===== src/rtl/fg_prog_sequencer.sv =====
// Programming-mux sequencer for a floating-gate tile frame: run/program mode changes with break-before-make, then timed gate/drain pulses.
// Optional FG_PROG_ABORT_EN adds an abort input that ends a pulse early.
module fg_prog_sequencer #(
  parameter int DRAIN_BITS = 5,
  parameter int GATE_BITS  = 2,
  parameter int PULSE_W    = 16,
  parameter int SETTLE_CYC = 8
) (
  input  logic                  clk,
  input  logic                  rst_n,
  input  logic                  cmd_valid,
  output logic                  cmd_ready,
  input  logic                  cmd_exit,
  input  logic [DRAIN_BITS-1:0] cmd_drain,
  input  logic [GATE_BITS-1:0]  cmd_gate,
  input  logic [PULSE_W-1:0]    cmd_pulse,
`ifdef FG_PROG_ABORT_EN
  input  logic                  abort,
`endif
  output logic                  prog,
  output logic                  run,
  output logic                  vgprog,
  output logic                  vgrun,
  output logic                  gate_enable,
  output logic [GATE_BITS-1:0]  gate_b,
  output logic                  drain_enable,
  output logic [DRAIN_BITS-1:0] drain_b,
  output logic                  busy,
  output logic                  done
);

  localparam int SW = (SETTLE_CYC > 1) ? $clog2(SETTLE_CYC) : 1;
  localparam logic [SW-1:0] SETTLE_LOAD = SW'(SETTLE_CYC - 1);

  typedef enum logic [2:0] {
    S_RUN, S_BBM_IN, S_SETUP, S_PULSE, S_HOLD, S_PIDLE, S_BBM_OUT
  } state_t;

  state_t                state;
  logic [SW-1:0]         settle_cnt;
  logic [PULSE_W-1:0]    pulse_cnt;
  logic [PULSE_W-1:0]    pulse_len;
  logic [DRAIN_BITS-1:0] lat_drain;
  logic [GATE_BITS-1:0]  lat_gate;
  logic [PULSE_W-1:0]    pulse_eff;
  logic                  accept;
  logic                  abort_hit;

  assign accept    = cmd_valid & cmd_ready;
  assign pulse_eff = (cmd_pulse == '0) ? PULSE_W'(1) : cmd_pulse;
`ifdef FG_PROG_ABORT_EN
  assign abort_hit = abort;
`else
  assign abort_hit = 1'b0;
`endif

  always_ff @(posedge clk or negedge rst_n) begin
    if (!rst_n) begin
      state        <= S_RUN;
      settle_cnt   <= '0;
      pulse_cnt    <= '0;
      pulse_len    <= '0;
      lat_drain    <= '0;
      lat_gate     <= '0;
      cmd_ready    <= 1'b1;
      prog         <= 1'b0;
      run          <= 1'b1;
      vgprog       <= 1'b0;
      vgrun        <= 1'b1;
      gate_enable  <= 1'b0;
      drain_enable <= 1'b0;
      gate_b       <= '1;
      drain_b      <= '1;
      busy         <= 1'b0;
      done         <= 1'b0;
    end else begin
      done <= 1'b0;
      case (state)
        S_RUN: begin
          if (accept) begin
            if (cmd_exit) begin
              done <= 1'b1;
            end else begin
              lat_drain <= cmd_drain;
              lat_gate  <= cmd_gate;
              pulse_len <= pulse_eff;
              run       <= 1'b0;
              vgrun     <= 1'b0;
              cmd_ready <= 1'b0;
              busy      <= 1'b1;
              state     <= S_BBM_IN;
            end
          end
        end
        S_BBM_IN: begin
          prog       <= 1'b1;
          vgprog     <= 1'b1;
          gate_b     <= ~lat_gate;
          drain_b    <= ~lat_drain;
          settle_cnt <= SETTLE_LOAD;
          state      <= S_SETUP;
        end
        S_SETUP: begin
          if (settle_cnt == '0) begin
            gate_enable  <= 1'b1;
            drain_enable <= 1'b1;
            pulse_cnt    <= pulse_len;
            state        <= S_PULSE;
          end else begin
            settle_cnt <= settle_cnt - 1'b1;
          end
        end
        S_PULSE: begin
          // Counter terminates at 1 so a full-scale length never wraps
          if (pulse_cnt == PULSE_W'(1) || abort_hit) begin
            gate_enable  <= 1'b0;
            drain_enable <= 1'b0;
            settle_cnt   <= SETTLE_LOAD;
            state        <= S_HOLD;
          end else begin
            pulse_cnt <= pulse_cnt - 1'b1;
          end
        end
        S_HOLD: begin
          if (settle_cnt == '0) begin
            gate_b    <= '1;
            drain_b   <= '1;
            done      <= 1'b1;
            busy      <= 1'b0;
            cmd_ready <= 1'b1;
            state     <= S_PIDLE;
          end else begin
            settle_cnt <= settle_cnt - 1'b1;
          end
        end
        S_PIDLE: begin
          if (accept) begin
            cmd_ready <= 1'b0;
            busy      <= 1'b1;
            if (cmd_exit) begin
              prog   <= 1'b0;
              vgprog <= 1'b0;
              state  <= S_BBM_OUT;
            end else begin
              pulse_len  <= pulse_eff;
              gate_b     <= ~cmd_gate;
              drain_b    <= ~cmd_drain;
              settle_cnt <= SETTLE_LOAD;
              state      <= S_SETUP;
            end
          end
        end
        S_BBM_OUT: begin
          run       <= 1'b1;
          vgrun     <= 1'b1;
          done      <= 1'b1;
          busy      <= 1'b0;
          cmd_ready <= 1'b1;
          state     <= S_RUN;
        end
        default: state <= S_RUN;
      endcase
    end
  end

endmodule


===== config.mk =====
export PLATFORM = sky130hd
export DESIGN_NAME = fg_prog_sequencer
export DESIGN_NICKNAME = d
export VERILOG_FILES = /design/src/rtl/fg_prog_sequencer.sv
export SDC_FILE = /design/constraint.sdc
export NUM_CORES = 1
export LEC_CHECK = 0
export ABC_CLOCK_PERIOD_IN_PS = 6200
export BUFFER_PORTS_ARGS = -buffer_cell sky130_fd_sc_hd__buf_4
export CELL_PAD_IN_SITES_DETAIL_PLACEMENT = 1
export CELL_PAD_IN_SITES_GLOBAL_PLACEMENT = 1
export CORE_ASPECT_RATIO = 1.25
export CORE_UTILIZATION = 48
export DETAILED_ROUTE_END_ITERATION = 6
export GPL_TIMING_DRIVEN = 0
export PLACE_DENSITY = 0.94
export SYNTH_ARGS = -nofsm -noshare
export SYNTH_HDL_FRONTEND = slang
export SYNTH_SLANG_ARGS = --single-unit

===== constraint.sdc =====
create_clock -name clk -period 6.2 [get_ports clk]
set_clock_uncertainty 0.1 [all_clocks]
set_input_delay 0.31 -clock clk [delete_from_list [all_inputs] [get_ports clk]]
set_output_delay 0.31 -clock clk [all_outputs]
set_load 0.01 [all_outputs]

==> metrics.md, run 1 <==
| Metric | Value |
|---|---|
| Clock buffer depth | `2` |
| Core footprint | `6126 µm²` |
| Most common flop cell mapped by yosys | `dfrtp_1` |
| # DRC | `0` |
| Clock Latency Late Sink | `360 ps` |
| Post-CTS Resized | `0` |
| Root buf cell | `clkbuf_8` |
| #FFs+latches synth | `slightly below 60` |
| Sequential cell area | `1463 µm²` |
| Gr usage total | `between 30% and 40%` |
| # port buffers | `42` |
| Routability cong. | `around 0.87` |
| Fin. Hold Viols | `0` |
| Min Tclk post-route | `between 3000 and 4000 ps` |
| Pin count of the biggest net entering global routing | `59` |
| Critical path capture point type | `register` |
| DR pass1 iterations | `4` |
| CTS buffer count | `9` |
| Starting Density | `49.47%` |
| Initial antenna violation count | `0` |
| Fill cells | `694` |
| Asr flop ratio synth | `100.0%` |
| Post-Synth Adder-Cell Area | `about 1.7%` |
| Avg WL per Cell | `just over 20 µm` |
| Pre-CTS setup slack | `approximately 3300 ps` |
| CTS tree | `yes` |
| ANT cells | `0` |
| Worst min-delay path class | `primary input to register` |
| Final wirelength | `9.043 mm` |
| Worst setup margin | `about 3200 ps` |
| Worst setup SP type | `register` |
| Sequential-to-total area share from yosys stat | `roughly half` |
| Synth Area in Compound Gates | `between 10% and 20%` |
| Routed vias/inst | `slightly above 6` |
| Leakage dissipation | `approximately 1.6 nW` |
| Mapped Cells | `approximately 300` |
| Vias in the first global route | `~2,900` |
| TritonCTS Sinks | `58` |
| Req. time, crit path | `about 6300 ps` |
| Rel. slew slack | `~44%` |
| GR Overflow Total | `0` |
| Simple-gate area share of the yosys netlist | `approximately 17%` |
| Die width | `~73 µm` |
| Vias | `2,727` |
| Number of flops mapped to enable cells by yosys | `0` |
| I/O pin cnt | `43` |
| Maximum fanout along the worst path | `10` |
| Nets@finish | `390` |
| Status | `completed` |
| Critical path arrival | `3170 ps` |
| Dpl cell area | `about 3500 µm²` |
| Initial detailed-routing violation count | `201` |
| YS warnings | `0` |
| Syn Std Cell Area | `between 3000 and 4000 µm²` |
| Share of layout cells above drive strength 1 | `between 20% and 30%` |
| Slew Viols, Final | `0` |
| Final Util | `between 50 and 60%` |
| RSZ-0062 raised after global routing | `no` |
| Setup_tns | `0 ps` |
| Multi-input combinational cell area | `roughly 1500 µm²` |
| First-pass GRT wire length | `roughly 15 mm` |
| Xor and xnor area share after synthesis | `0%` |
| Mapped Nets | `approximately 340` |
| Hold Slack | `around 87 ps` |
| Max_cap viols | `0` |
| Setup Fix Bufs, Post-CTS | `0` |
| Die Y | `90.84 µm` |
| DP HPWL | `about 6.2 mm` |
| Hold buffers post-CTS | `1` |
| Htree depth | `3` |
| Layout Area Growth over Synthesis | `20.93%` |
| Largest family of logic cells by synthesized area | `compound AO/OA/AOI/OAI gates` |
| VDD IR max | `between 0.00015 and 0.0002 V` |
| Die area | `between 6000 and 7000 µm²` |
| Detail Route Antenna Nets | `0` |
| Tcrit/Tclk final | `between 40% and 50%` |
| Reg clk slew, reported paths | `~80 ps` |
| Pwr Density | `about 210 nW/µm²` |
| F_max | `approximately 330 MHz` |
| Final setup viols | `0` |
| Final instance area | `3665 µm²` |
| Site Rows | `32` |
| Least-Margin Pin Slew | `about 810 ps` |
| WS Path Type | `register to register` |
| Multiplexer area fraction after synthesis | `a little under an eighth` |
| Syn_area_per_cell | `just under 10 µm²` |
| Distinct cells, synth | `slightly below 50` |
-- sequential cells by signal, indices dropped and copies added, names as in the netlist --
register	flops
busy	1
cmd_ready	1
done	1
drain_b	5
drain_enable	1
gate_b	2
lat_drain	5
lat_gate	2
pulse_cnt	16
pulse_len	16
settle_cnt	3
state	3
vgprog	1
vgrun	1
-- where the power goes --
| group | leakage [nW] | internal [mW] | switching, mW |
|---|---|---|---|
| combinational | 0.838 | 0.0115 | 0.0132 |
| sequential | 0.684 | 0.378 | 0 |
| clock | 0.0921 | 0.188 | 0.175 |
-- cell usage after synthesis, types with 2 or more instances --
library cell,instances,share of area [%]
dfrtp_1,49,40
mux2_2,29,11
a21oi_1,28,4.6
o21ai_0,28,4.6
nor2_1,26,3.2
nand2_1,19,2.4
clkbuf_1,12,1.5
a22oi_1,9,2.2
dfstp_2,9,7.8
nor3_1,9,1.5
inv_1,8,0.99
nand2b_1,7,1.4
nand3_1,7,1.2
nor4_1,6,1.2
and3_1,5,1.0
ha_1,4,1.7
o22ai_1,4,0.83
a211oi_1,3,0.74
buf_4,3,0.74
nor2b_1,3,0.62
or3_1,3,0.62
a211o_1,2,0.58
a21o_1,2,0.50
a31oi_1,2,0.41
and4_1,2,0.58
o31ai_1,2,0.50
o41ai_1,2,0.58
-- final cells by class --
type	instances	area share, %
multi-input cells	223	39.98
well taps	85	2.902
flip-flops and latches	58	39.91
repair buffers	43	8.877
plain buffers	16	1.980
inverters	8	0.8194
clock inverters	7	2.151
clock buffers	9	3.380
-- routing by layer --
| layer | up-vias | part of all wire (%) | GRT usage, % |
|---|---|---|---|
| met4 | 0 | 4.7 | 20.59 |
| met2 | 84 | 54 | 51.47 |
| met3 | 33 | 3.8 | 6.920 |
| met1 | 1379 | 38 | 32.63 |
| met5 | - | 0 | 0 |
| li1 | 1231 | - | - |
-- cell usage in the layout, fill, tap and decap left out, types with 3 or more instances in the layout --
| cell | count |
|---|---|
| a211oi_1 | 3 |
| a21oi_1 | 28 |
| a22oi_1 | 9 |
| and3_1 | 5 |
| buf_4 | 45 |
| clkbuf_1 | 12 |
| clkbuf_8 | 9 |
| clkinvlp_4 | 3 |
| dfrtp_1 | 49 |
| dfstp_2 | 9 |
| ha_1 | 4 |
| inv_1 | 8 |
| mux2_2 | 29 |
| nand2_1 | 19 |
| nand2b_1 | 7 |
| nand3_1 | 7 |
| nor2_1 | 26 |
| nor2b_1 | 3 |
| nor3_1 | 9 |
| nor4_1 | 6 |
| o21ai_0 | 28 |
| o22ai_1 | 4 |
| or3_1 | 3 |
-- through the flow --
| stage | total power, mW | std cells |
|---|---|---|
| finish | 0.7663 | 449 |
| floorplan | 0.3867 | 305 |
| global placement | 0.4096 | 432 |
| global route | 0.7865 | 449 |
| detailed placement | 0.4101 | 432 |
| CTS | 0.7724 | 449 |
-- worst paths after layout --
| kind | start | end | slack, ps | depth (start not counted) |
|---|---|---|---|---|
| max | settle_cnt[0] | pulse_cnt[7] | 3180 | 9 |
| max reg2reg | settle_cnt[0] | pulse_cnt[7] | 3180 | 9 |
| max in group asynchronous | rst_n | pulse_cnt[1] | 5050 | 2 |
| min reg2reg | vgrun | vgrun | 390 | 2 |
| min | cmd_gate[0] | lat_gate[0] | 90 | 2 |
| min in group asynchronous | rst_n | pulse_cnt[11] | 460 | 2 |
-- cells by family (layout without fill, tap and decap cells) --
logic type,Yosys count,count (layout)
buffers and inverters,24,83
muxes,30,30
AOI/OAI and AO/OA,92,92
adders and majority gates,4,4
and+or+nand+nor,97,97
DFF,58,58
-- critical path: stages (launching register included) --
cell,delay (ps)
dfrtp_1,390
inv_1,120
ha_1,210
nor2b_1,190
clkbuf_1,340
o21ai_0,190
clkbuf_1,260
a21oi_1,720
o21ai_0,200
o2bb2ai_1,170
No activity file was read; power rests on OpenSTA's default activity.
==> run 2: changes to the inputs <==
==> config.mk (replaced) <==
export PLATFORM = sky130hd
export DESIGN_NAME = fg_prog_sequencer
export DESIGN_NICKNAME = d
export VERILOG_FILES = /design/src/rtl/fg_prog_sequencer.sv
export SDC_FILE = /design/constraint.sdc
export NUM_CORES = 1
export LEC_CHECK = 0
export ABC_CLOCK_PERIOD_IN_PS = 2600
export BUFFER_PORTS_ARGS = -buffer_cell sky130_fd_sc_hd__buf_4
export CELL_PAD_IN_SITES_DETAIL_PLACEMENT = 1
export CELL_PAD_IN_SITES_GLOBAL_PLACEMENT = 1
export CORE_ASPECT_RATIO = 1.25
export CORE_UTILIZATION = 40
export DETAILED_ROUTE_END_ITERATION = 6
export GPL_TIMING_DRIVEN = 0
export PLACE_DENSITY = 0.85
export SYNTH_ARGS = -nofsm -noshare
export SYNTH_HDL_FRONTEND = slang
export SYNTH_SLANG_ARGS = --single-unit
==> constraint.sdc (replaced) <==
create_clock -name clk -period 2.6 [get_ports clk]
set_clock_uncertainty 0.1 [all_clocks]
set_input_delay 0.13 -clock clk [delete_from_list [all_inputs] [get_ports clk]]
set_output_delay 0.13 -clock clk [all_outputs]
set_load 0.01 [all_outputs]
==> run 2 against run 1 <==
Net effect:
- routed wire length rose by 1.6%
- setup slack lost 3100 ps
- count of clock-buffer cells in the layout grew 1
- flip-flop and latch count did not move
- critical path depth shrank 2
- global-route usage decreased by 4.9 points
- fmax is 22% higher
- via count increased by 0.62%
- sequential power grew 140%
- combinational power grew to 3.6 times the previous value
==> metrics.md, run 2 (same netlist as run 1, synthesis figures left out) <==
| Metric | Value |
|---|---|
| Root buf cell | `clkbuf_8` |
| Leakage dissipation | `1.748 nW` |
| Max_cap viols | `0` |
| Die area | `roughly 7900 µm²` |
| Dpl cell area | `about 3500 µm²` |
| Site Rows | `35` |
| Worst setup SP type | `register` |
| # port buffers | `42` |
| Least-Margin Pin Slew | `763.9 ps` |
| Critical path capture point type | `register` |
| Initial detailed-routing violation count | `between 100 and 150` |
| Fin. Hold Viols | `0` |
| Starting Density | `approximately two fifths` |
| Gr usage total | `between 20 and 30%` |
| Highest Signal Layer | `met4` |
| I/O pin cnt | `43` |
| Hold Slack | `between 100 and 150 ps` |
| Setup_tns | `0 ps` |
| Clock Latency Late Sink | `350 ps` |
| Vias in the first global route | `about 3,000` |
| DR pass1 iterations | `4` |
| Req. time, crit path | `around 2700 ps` |
| Die Y | `99.32 µm` |
| First-pass GRT wire length | `between 15 and 20 mm` |
| Tcrit/Tclk final | `a little over nine tenths` |
| R2r startpoint | `pulse_cnt[1]` |
| Met1 WL | `around 3.6 mm` |
| Met3 WL | `between 200 and 300 µm` |
| Routability cong. | `between 0.8 and 0.9` |
| TritonCTS Sinks | `slightly below 60` |
| RSZ-0062 raised after global routing | `no` |
| Top flop regs | `pulse_cnt (16), pulse_len (16)` |
| Min Tclk post-route | `approximately 2500 ps` |
| Slew Viols, Final | `0` |
| Final wirelength | `around 9 mm` |
| Worst hold start | `cmd_valid` |
| WL met2 | `between 5 and 6 mm` |
| Detail Route Antenna Nets | `0` |
| F_max | `approximately 400 MHz` |
| Rel. slew slack | `47.76%` |
| Most frequent cells in the layout | `49 x dfrtp_1, 47 x buf_4, 29 x mux2_2` |
| # DRC | `0` |
| Reg clk slew, reported paths | `about 70 ps` |
| CTS buffer count | `9` |
| Total Power | `around 1.9 mW` |
| Nets@finish | `~420` |
| Worst Hold End | `busy` |
| Status | `completed` |
| Routed vias/inst | `roughly 5.7` |
| R2R Path End | `settle_cnt[1]` |
| Clock buffer depth | `2` |
| ANT cells | `0` |
| Worst min-delay path class | `primary input to register` |
| Final Util | `53.81%` |
| Hold Path Depth | `4` |
| VDD IR max | `between 0.0003 and 0.0004 V` |
| Commonest non-fill, non-tap cell in the layout | `dfrtp_1` |
| Initial antenna violation count | `0` |
| FF-to-FF setup slack | `about 120 ps` |
| Final setup viols | `0` |
| DP HPWL | `6.130 mm` |
| Pwr Density | `between 400 and 500 nW/µm²` |
| Core footprint | `between 7000 and 8000 µm²` |
| Die width | `between 70 and 80 µm` |
| WS Path Type | `register to register` |
| Vias | `2,744` |
| GR Overflow Total | `0` |
| Maximum fanout along the worst path | `4` |
| Share of layout cells above drive strength 1 | `between 20 and 30%` |
| Avg WL per Cell | `between 15 and 20 µm` |
| Layout Area Growth over Synthesis | `30.64%` |
| Pin count of the biggest net entering global routing | `approximately 60` |
| Htree depth | `3` |
| CTS tree | `yes` |
| Critical path arrival | `roughly 2600 ps` |
| Reg2Reg Depth | `7` |
| Final instance area | `3959 µm²` |
-- run 2: changes by cell type in the layout (fill, tap and decap cells not counted) --
cell and change:
clkinv_2 +1, clkinvlp_4 -2, a21oi_1 -1, dlygate4sd3_1 +23, a21oi_4 +1, bufinv_16 +1, inv_6 -1, clkbuf_1 -1
clkbuf_8 +1, buf_4 +2, nor2_2 +1, nor2_1 -1, clkbuf_2 +1
-- run 2: area by class of cell --
cell class,instances,area [µm²]
sequential,58,1463
fill,831,3398
clock inverter,6,90.09
tap,92,115.1
clock buffer,10,137.6
inverter,8,30.03
timing repair buffer,68,570.5
buffer,16,73.82
multi-input combinational,223,1479
-- run 2: what timing repair did --
item,CTS,global route
hold buffers,24,0
hold endpoints to repair,72,0
resized for setup,2,3
pin swaps,1,1
buffers inserted,1,1
setup endpoints to repair,8,5
gates cloned,0,0
-- run 2: power breakdown --
part,total (mW),switching (mW),leakage (nW),internal [mW]
Clock,0.955,0.389,0.112,0.567
Combinational,0.0887,0.0386,0.952,0.0501
Sequential,0.903,0,0.684,0.903
Total,1.95,0.427,1.75,1.52
-- run 2: critical path: stages (launching register included) --
cell and delay (ps):
dfrtp_1 400, inv_1 100, ha_1 150, or4b_4 480, nor4_4 380, nor2_2 110
a211o_1 340, mux2_4 310
-- run 2: layer usage --
metal	up-vias	track usage, %
li1	1285	-
met1	1380	29.78
met2	61	45.36
met3	18	3.670
met4	0	11.54
met5	-	0
-- run 2: worst max-delay path by stage --
stage	startpoint	endpoint	slack (ps)
detailed placement	settle_cnt[0]	pulse_cnt[7]	-290
global placement	settle_cnt[0]	pulse_cnt[7]	-110
floorplan	pulse_cnt[1]	settle_cnt[1]	230
finish	pulse_cnt[1]	settle_cnt[1]	120
CTS	pulse_cnt[1]	settle_cnt[1]	70
global route	pulse_cnt[1]	settle_cnt[1]	30
-- run 2: stage by stage --
step	setup WS, ps	instances
2_1_floorplan	225.7	305
3_3_place_gp	-112.4	439
3_5_place_dp	-285.5	439
4_1_cts	69.21	480
5_1_grt	26.36	481
6_report	122.5	481
